--- src/rtl/uart_tx_periph.sv ---
// uart_tx_periph: memory-mapped 8N1 UART transmitter with a small TX FIFO.
// Registers (word offset): 0 TXDATA, 1 STATUS, 2 DIV, 3 CTRL.
// Optional feature macro: UART_TX_PERIPH_IRQ_EN (CTRL register + TX-done irq).
module uart_tx_periph #(
  parameter int          ADDR_WIDTH = 4,
  parameter int          FIFO_DEPTH = 4,
  parameter logic [15:0] DIV_RESET  = 16'd868
) (
  input  logic                  clk_i,
  input  logic                  rst_ni,
  input  logic                  req_i,
  input  logic [ADDR_WIDTH-1:0] addr_i,
  input  logic                  wen_i,
  input  logic [31:0]           wdata_i,
  input  logic [3:0]            be_i,
  output logic [31:0]           rdata_o,
  output logic                  ready_o,
  output logic                  tx_o,
  output logic                  irq_o
);

  localparam int AW = $clog2(FIFO_DEPTH);
  localparam int PW = AW + 1;

  typedef enum logic [1:0] {S_IDLE, S_START, S_DATA, S_STOP} state_e;

  state_e        state_q, state_d;
  logic [15:0]   cnt_q, cnt_d;
  logic [15:0]   bdiv_q, bdiv_d;
  logic [2:0]    bit_q, bit_d;
  logic [7:0]    shift_q, shift_d;
  logic          tx_q;
  logic          ready_q;
  logic [31:0]   rdata_q, rdata_d;
  logic [15:0]   div_q;
  logic [PW-1:0] wr_ptr_q, rd_ptr_q;
  logic [7:0]    mem_q [FIFO_DEPTH];
  logic          irq_en_q;

  logic [PW-1:0] level;
  logic          full, empty, pop, push, accept, is_push, bit_end;
  logic [15:0]   div_eff;
  logic [7:0]    head;

  assign level   = wr_ptr_q - rd_ptr_q;
  assign full    = (level == PW'(FIFO_DEPTH));
  assign empty   = (level == '0);
  assign head    = mem_q[rd_ptr_q[AW-1:0]];
  assign div_eff = (div_q == 16'd0) ? 16'd1 : div_q;
  assign bit_end = (cnt_q == bdiv_q - 16'd1);

  // A push into a full FIFO waits for a pop; the popped slot is reused in that cycle.
  assign is_push = wen_i && (addr_i[1:0] == 2'd0) && be_i[0];
  assign accept  = req_i && !ready_q && !(is_push && full && !pop);
  assign push    = accept && is_push;

  // Read mux, evaluated at acceptance and held for the ready cycle only.
  always_comb begin
    rdata_d = 32'd0;
    if (accept && !wen_i) begin
      case (addr_i[1:0])
        2'd1:    rdata_d = {16'd0, 8'(level), 5'd0, (state_q != S_IDLE), full, empty};
        2'd2:    rdata_d = {16'd0, div_q};
`ifdef UART_TX_PERIPH_IRQ_EN
        2'd3:    rdata_d = {31'd0, irq_en_q};
`endif
        default: rdata_d = 32'd0;
      endcase
    end
  end

  // Bus handshake and register writes.
  always_ff @(posedge clk_i or negedge rst_ni) begin
    if (!rst_ni) begin
      ready_q  <= 1'b0;
      rdata_q  <= 32'd0;
      div_q    <= DIV_RESET;
      irq_en_q <= 1'b0;
    end else begin
      ready_q <= accept;
      rdata_q <= rdata_d;
      if (accept && wen_i && addr_i[1:0] == 2'd2) begin
        if (be_i[0]) div_q[7:0]  <= wdata_i[7:0];
        if (be_i[1]) div_q[15:8] <= wdata_i[15:8];
      end
`ifdef UART_TX_PERIPH_IRQ_EN
      if (accept && wen_i && addr_i[1:0] == 2'd3 && be_i[0]) irq_en_q <= wdata_i[0];
`endif
    end
  end

  // FIFO pointers; reset empties the FIFO without touching storage.
  always_ff @(posedge clk_i or negedge rst_ni) begin
    if (!rst_ni) begin
      wr_ptr_q <= '0;
      rd_ptr_q <= '0;
    end else begin
      if (push) wr_ptr_q <= wr_ptr_q + PW'(1);
      if (pop)  rd_ptr_q <= rd_ptr_q + PW'(1);
    end
  end

  // FIFO storage.
  always_ff @(posedge clk_i) begin
    if (push) mem_q[wr_ptr_q[AW-1:0]] <= wdata_i[7:0];
  end

  // TX FSM next state; divisor is latched per bit so DIV writes apply from the next bit.
  always_comb begin
    state_d = state_q;
    cnt_d   = cnt_q;
    bdiv_d  = bdiv_q;
    bit_d   = bit_q;
    shift_d = shift_q;
    pop     = 1'b0;
    case (state_q)
      S_IDLE: begin
        if (!empty) begin
          pop     = 1'b1;
          shift_d = head;
          state_d = S_START;
          cnt_d   = 16'd0;
          bdiv_d  = div_eff;
        end
      end
      S_START: begin
        if (bit_end) begin
          state_d = S_DATA;
          cnt_d   = 16'd0;
          bdiv_d  = div_eff;
          bit_d   = 3'd0;
        end else begin
          cnt_d = cnt_q + 16'd1;
        end
      end
      S_DATA: begin
        if (bit_end) begin
          shift_d = {1'b0, shift_q[7:1]};
          cnt_d   = 16'd0;
          bdiv_d  = div_eff;
          if (bit_q == 3'd7) state_d = S_STOP;
          else               bit_d   = bit_q + 3'd1;
        end else begin
          cnt_d = cnt_q + 16'd1;
        end
      end
      default: begin
        if (bit_end) begin
          // Chain straight into the next frame so there is no idle gap.
          if (!empty) begin
            pop     = 1'b1;
            shift_d = head;
            state_d = S_START;
            cnt_d   = 16'd0;
            bdiv_d  = div_eff;
          end else begin
            state_d = S_IDLE;
          end
        end else begin
          cnt_d = cnt_q + 16'd1;
        end
      end
    endcase
  end

  // TX FSM state and registered serial line (reset drives the line high at once).
  always_ff @(posedge clk_i or negedge rst_ni) begin
    if (!rst_ni) begin
      state_q <= S_IDLE;
      cnt_q   <= 16'd0;
      bdiv_q  <= 16'd1;
      bit_q   <= 3'd0;
      shift_q <= 8'd0;
      tx_q    <= 1'b1;
    end else begin
      state_q <= state_d;
      cnt_q   <= cnt_d;
      bdiv_q  <= bdiv_d;
      bit_q   <= bit_d;
      shift_q <= shift_d;
      tx_q    <= (state_q == S_START) ? 1'b0 :
                 (state_q == S_DATA)  ? shift_q[0] : 1'b1;
    end
  end

`ifdef UART_TX_PERIPH_IRQ_EN
  logic irq_q;
  // TX-done level interrupt: enabled, nothing queued and the line idle.
  always_ff @(posedge clk_i or negedge rst_ni) begin
    if (!rst_ni) irq_q <= 1'b0;
    else         irq_q <= irq_en_q && empty && (state_q == S_IDLE);
  end
  assign irq_o = irq_q;
`else
  assign irq_o = 1'b0;
`endif

  // Bits that are intentionally not decoded.
  logic unused_bits;
  assign unused_bits = ^{addr_i, wdata_i[31:16], be_i[3:2], irq_en_q};

  assign ready_o = ready_q;
  assign rdata_o = rdata_q;
  assign tx_o    = tx_q;

endmodule

--- config.mk ---
export PLATFORM = sky130hd
export DESIGN_NAME = uart_tx_periph
export DESIGN_NICKNAME = d
export VERILOG_FILES = /design/src/rtl/uart_tx_periph.sv
export SDC_FILE = /design/constraint.sdc
export NUM_CORES = 1
export LEC_CHECK = 0
export ABC_AREA = 1
export ABC_CLOCK_PERIOD_IN_PS = 3500
export BUFFER_PORTS_ARGS = -buffer_cell sky130_fd_sc_hd__buf_4
export CAP_MARGIN = 5
export CORE_ASPECT_RATIO = 1.1
export CORE_UTILIZATION = 45
export DETAILED_ROUTE_END_ITERATION = 12
export GPL_TIMING_DRIVEN = 0
export SYNTH_ARGS = -nofsm -noshare
export SYNTH_HDL_FRONTEND = slang
export SYNTH_SLANG_ARGS = --single-unit
--- constraint.sdc ---
create_clock -name clk_i -period 3.5 [get_ports clk_i]
set_input_delay 0.7 -clock clk_i [delete_from_list [all_inputs] [get_ports clk_i]]
set_output_delay 0.7 -clock clk_i [all_outputs]
set_load 0.03 [all_outputs]
; Word-level counts from Yosys, hierarchy flattened
; Memories as Yosys holds them, arrays and structs flattened.
; Index checks and enable logic that the tools add are counted.
[totals]
ff_bits = 101
mem_bits_rw = 32
input_bits = 44
out_inout_bits = 35
wordCells = 94
mem_count = 1
[op_classes]
addsub = 6
eq_ne = 13
muxes = 33
bitwise = 1
reduce_logical = 28
[memory_table]
columns = name, depth, word_bits, read_ports, rd_ports_with_merged_regs, write_ports, line
row1 = mem_q, 4, 8, 1, 0, 1, 37  ; logic [7:0] mem_q [FIFO_DEPTH];
[ops]
columns = cell, n
row1 = 16-bit 2-to-1 mux, 7
row2 = 16-bit one-hot mux with 2 select lines, 3
row3 = 32-bit 2-to-1 mux, 1
row4 = 8-bit 2-to-1 mux, 3
row5 = 8-bit one-hot mux with 3 select lines, 1
row6 = 16-bit by 1-bit adder with 16-bit output (second input constant), 1
row7 = 16-bit == test, 1
row8 = 16-bit zero test, 1
row9 = 16-bit by 1-bit subtractor with 16-bit output (second input constant), 1
row10 = 1-bit logical AND, 10
row11 = 2-bit 2-to-1 mux, 5
row12 = 2-bit != test (second input constant), 5
row13 = 3-bit by 1-bit adder with 3-bit output (second input constant), 3
row14 = 3-bit 2-to-1 mux, 3
row15 = 1-bit 2-to-1 mux, 7
row16 = 3-bit == test (second input constant), 2
row17 = 2-bit one-hot mux with 3 select lines, 1
row18 = 3-bit one-hot mux with 2 select lines, 1
row19 = 2-bit AND reduction, 3
row20 = 2-bit nonzero test, 3
row21 = 5-bit AND reduction, 1
row22 = 2-bit by 1-bit == test with 1-bit output (second input constant), 2
row23 = 2-bit == test (second input constant), 2
row24 = 1-bit zero test, 4
row25 = other kinds (9), 10

; Logic depth before layout (Yosys ltp)
[logic_depth]
ltp_word = 12
ltp_mapped = 17
ltp_nobuf = 17

; Worst setup path after synthesis
; OpenSTA, ideal clock, no wires.
[synth_path]
path_type = register -> register
startpoint = register wr_ptr_q[0]
endpoint = memory mem_q[0][0], enable pin
setup_time_ns = 0.371
arrival_ns = 2.492
required_time_ns = 3.129
slack_ns = 0.638
stages_incl_launch_ff = 14
path_buffers = 0
synth_period_minus_slack_ns = 2.862
cell_sequence = dfrtp_1 -> inv_1 -> ha_1 -> fa_1 -> xnor2_1 -> xnor2_1 -> nor2_1 -> inv_1 -> nand2_1 -> inv_1 -> nand2_4 -> a21oi_4 -> nand2_1 -> nor2_1
[synth_via]
elab_chain_len = 12
word_cells_on_any_way = 14
cone_classes = add/sub (1) / eq/ne (1) / mux (5) / reduce/logical (7)
[synth_rtl]
columns = element, line
row1 = start: declaration, 36  ; logic [PW-1:0] wr_ptr_q, rd_ptr_q;
row2 = start signal: assignment, 98  ; if (push) wr_ptr_q <= wr_ptr_q + PW'(1);
row3 = 3-bit subtractor, 45  ; assign level = wr_ptr_q - rd_ptr_q;
row4 = 3-bit zero test, 47  ; assign empty = (level == '0);
row5 = 1-bit 2-to-1 mux, "118, 150"
row6 = 1-bit 2-to-1 mux, 148  ; if (bit_end) begin
row7 = 1-bit one-hot mux with 2 select lines, 116  ; case (state_q)
row8 = 1-bit zero test, 54  ; assign accept = req_i && !ready_q && !(is_push && full && !pop);
row9 = 1-bit logical AND, 54
row10 = 1-bit zero test, 54
row11 = 1-bit logical AND, 54
row12 = 1-bit logical AND, 55  ; assign push = accept && is_push;
row13 = 1-bit 2-to-1 mux, 105  ; if (push) mem_q[wr_ptr_q[AW-1:0]] <= wdata_i[7:0];
row14 = 1-bit 2-to-1 mux (not written as such), 105
row15 = end: declaration, 37
; Parallel ways exist; a longest one is shown, timed or not.

; Worst setup path after layout
[layout_path]
startpoint = register wr_ptr_q[0]
endpoint = memory mem_q[0][7], enable pin
; Same word-level chain as after synthesis.

==> flow_summary_export.csv <==
group,metric,value,unit
status,outcome,"finished, final reports clean",
placed_design,port_buffers,39,
sta,fin_crit_sh,95.7,%
die,dieArea,14100,um2
route,drt_wl_total,14200,um
sta,maxSlewHeadroom,26.8,%
min_path,whs_endpoint,"div_q[6]$_DFFE_PN1P_",
die,die_w,113,um
power,peakVddDrop,0.389,mV
setup_path,criticalPathCategory,"flip-flop to flip-flop",
route,viasPerCell,4.93,
logic_synthesis,yosysSeqAreaShare,50.5,%
logic_synthesis,ys_ff_latch,117,
logic_synthesis,synth.top_cell.area_share,31.8,%
cts,cts_tree,"built",
setup_path,cpMostUsedCell,"inv_1",
sta,skew,0.00620,ns
sta,fin_crit,3.35,ns
global_route,grt_max_degree,86,
min_path,hold_class,"flip-flop to flip-flop",
logic_synthesis,syn_inst,725,
setup_path,crit_chain,"inv_1 > ha_1 > fa_1 > xnor2_1 > xnor2_1 > nor2_1 > inv_1 > nand2_1 > inv_1 > nand2_4 > a21oi_4 > nand2_2 > nor2_4 > buf_12",
placed_design,gp_congestion,0.843,
die,pin_count,79,
global_route,grt_antenna_before_repair,0,
die,coreArea,13300,um2
logic_synthesis,synth_compound_area_share,8.50,%
route,dr.first_iter.drc_count,268,
logic_synthesis,synthFlopType,"dfrtp_1",
logic_synthesis,muxShareOfSynthArea,0,%
logic_synthesis,synth_top_family_by_area,"simple AND/OR/NAND/NOR gates",
min_path,hold_depth,2,
logic_synthesis,synth.largest_area_cell,"dfrtp_1",
route,wire_per_inst,14.2,um
power,cellPowerDensity,777,nW/um2
setup_path,cp-start-kind,"flip-flop",
setup_path,arrival,3.48,ns
global_route,grt_pass1_vias,4734,
min_path,holdCritStartpoint,"div_q[6]$_DFFE_PN1P_",
final_layout,syn2layout_area_growth,20.4,%
sta,finalHoldViolCount,0,
placed_design,placed_area,6720,um2
cts,cts_max_level,4,
logic_synthesis,yosys-top-cells-area,"dfrtp_1, edfxtp_1, nand2_1, inv_1, o21ai_0",
route,firstDrtPassIters,4,
logic_synthesis,synthDistinctLibCells,39,
sta,tightest_slew,1.10,ns
logic_synthesis,syn_area_per_cell,8.46,um2
setup_path,crit_required,3.63,ns
setup_path,crit-reg2reg-capture,"mem_q[0][7]$_DFFE_PP_",
sta,slew_viol_final,0,
die,initial_core_util,46.2,%
sta,setup-tns-final,0,ns
logic_synthesis,synth_xor_area_share,2.57,%
route,via_count,4932,
final_layout,drive_above_1_share,15.9,%
global_route,grt_pass1_wl,23200,um
final_layout,fin_area,7390,um2
logic_synthesis,synth-edff-count,32,
logic_synthesis,synthArstFlopShare,72.6,%
logic_synthesis,synth_area,6140,um2
logic_synthesis,synth-simple-area-share,25.8,%
setup_path,r2r_start,"wr_ptr_q[0]$_DFFE_PN0N_",
cts,cts-buffers-inserted,17,
final_layout,nets,867,
setup_path,rr_worst_depth,14,
global_route,grt_use_total,21.5,%
final_layout,antenna_cells,0,
route,drc,0,
cts,clockRootBuffer,"clkbuf_16",
cts,clkLatencyLatePin,0.41,ns
logic_synthesis,yosys_warnings,0,
setup_path,crit_path_end_kind,"flip-flop",
sta,clock.fmax,0.298,GHz
sta,setup_viol_count_final,0,
logic_synthesis,synth_adder_area_share,3.79,%
cts,cts.sinks,117,
logic_synthesis,yosysMostFrequentCell,"nand2_1",
cts,holdBufCountCts,0,
route,antenna_left,0,
sta,rsz0062_at_grt,"no",
job,drv_cap,0,
setup_path,slowest_stage,"dfrtp_1",
setup_path,r2r_slack,0.15,ns
global_route,grt_overflow,0,
placed_design,hpwlAfterDp,10500,um
setup_path,path_max_fanout,8,
die,fp.dieH,124,um
cts,cts_max_path_buffers,2,
cts,cts.reportedPaths.clkPinSlew,0.05,ns
logic_synthesis,synth_common_cells,"nand2_1, inv_1, dfrtp_1",
die,num_rows,44,
power,p_leak,3.44,nW
setup_path,cpPeakStageDelay,0.40,ns
final_layout,fill_cells,1209,
==> sequential cells by signal, summed over array words and instances, names as in the netlist <==
signal,cells
tx_o,1
ready_o,1
bit_q,3
wr_ptr_q,3
mem_q,32
cnt_q,16
state_q,2
bdiv_q,16
rdata_o,16
shift_q,8
div_q,16
rd_ptr_q,3
==> per-layer routing <==
metal	track usage (%)	wire length, um	share of wire (%)	up-vias
met5	0	0	0	-
met4	9.75	356	2.5	0
met3	4.62	532	3.7	24
met2	34.6	6970	49	109
met1	27.6	6360	45	2305
li1	-	-	-	2494
==> metrics by stage <==
step | setup WS [ns] | util (%) | hold slack, ns | cells | total power (W)
2_1_floorplan | 0.638 | - | 0.404 | 741 | 0.00352
3_3_place_gp | -0.00939 | 50.6 | 0.466 | 964 | 0.00404
3_5_place_dp | -0.181 | 50.6 | 0.469 | 964 | 0.00410
4_1_cts | -0.155 | 54.9 | 0.483 | 995 | 0.00576
5_1_grt | 0.0106 | 55.7 | 0.494 | 1001 | 0.00618
6_report | 0.149 | 55.7 | 0.481 | 1001 | 0.00574
==> kinds of logic (layout without fill, tap and decap cells) <==
logic type                 Yosys count  after routing
other                                1             17
and+or+nand+nor                    355            355
DFF                                117            117
adders and majority gates           18             18
xor gates and xnor gates            18             18
AOI/OAI and AO/OA                   92             92
buffers and inverters              124            200
==> layout make-up <==
type	count	area, um2	area share (%)
sequential	117	3100	41.9
multi-input combinational	500	2590	35.0
clock buffer	17	425	5.76
timing repair buffer	45	363	4.91
inverter	88	330	4.47
tap	184	230	3.12
buffer	36	213	2.88
clock inverter	14	139	1.88
==> placed cells by master, fill, tap and decap left out, types with 5 or more instances in the layout <==
cell type	synthesis	routed
nand2_1	206	205
inv_1	83	83
dfrtp_1	78	78
o21ai_0	61	61
buf_4	18	61
nor2_1	53	49
edfxtp_1	32	32
nand3_1	28	28
nand4_1	25	25
ha_1	17	17
conb_1	1	17
clkbuf_16	0	17
a21oi_1	15	15
clkbuf_1	15	15
xnor2_1	14	14
nor3_1	11	11
nor3_2	7	7
a32o_1	7	7
dfstp_2	7	7
nor2_4	2	6
clkinv_1	3	6
clkinvlp_4	0	6
nor2_2	5	5
nand3b_1	5	5
nor4_1	5	5
==> repair_timing <==
item / CTS / global route
pin swaps: 0 / 4
setup endpoints to repair: 32 / 32
gates resized for setup: 1 / 8
setup buffers: 0 / 6
==> critical path, delay by kind of cell (launching register included) <==
family,cells,cell delay (ns)
AO/OA/AOI/OAI,1,0.18
flip-flops,1,0.40
adder cells (fa/ha/maj),2,0.62
buffers and inverters,4,0.58
AND/OR/NAND/NOR,5,0.77
XOR/XNOR,2,0.51
==> how the worst max path moves through the flow <==
stage                                 end                    start
detailed placement  mem_q[2][5]$_DFFE_PP_  wr_ptr_q[0]$_DFFE_PN0N_
CTS                 mem_q[0][7]$_DFFE_PP_  wr_ptr_q[0]$_DFFE_PN0N_
floorplan           mem_q[0][0]$_DFFE_PP_  wr_ptr_q[0]$_DFFE_PN0N_
global placement    mem_q[2][5]$_DFFE_PP_  wr_ptr_q[0]$_DFFE_PN0N_
finish              mem_q[0][7]$_DFFE_PP_  wr_ptr_q[0]$_DFFE_PN0N_
global route        mem_q[0][7]$_DFFE_PP_  wr_ptr_q[0]$_DFFE_PN0N_
==> report_power, final <==
part           leakage [nW]  switching [W]  total, W  internal (W)
logic                  1.80        0.00144   0.00220      0.000754
registers              1.39       0.000235   0.00190       0.00166
clock network         0.255       0.000613   0.00164       0.00103
total                  3.44        0.00229   0.00574       0.00345
Note: power is estimated with default switching activity, not from simulation.
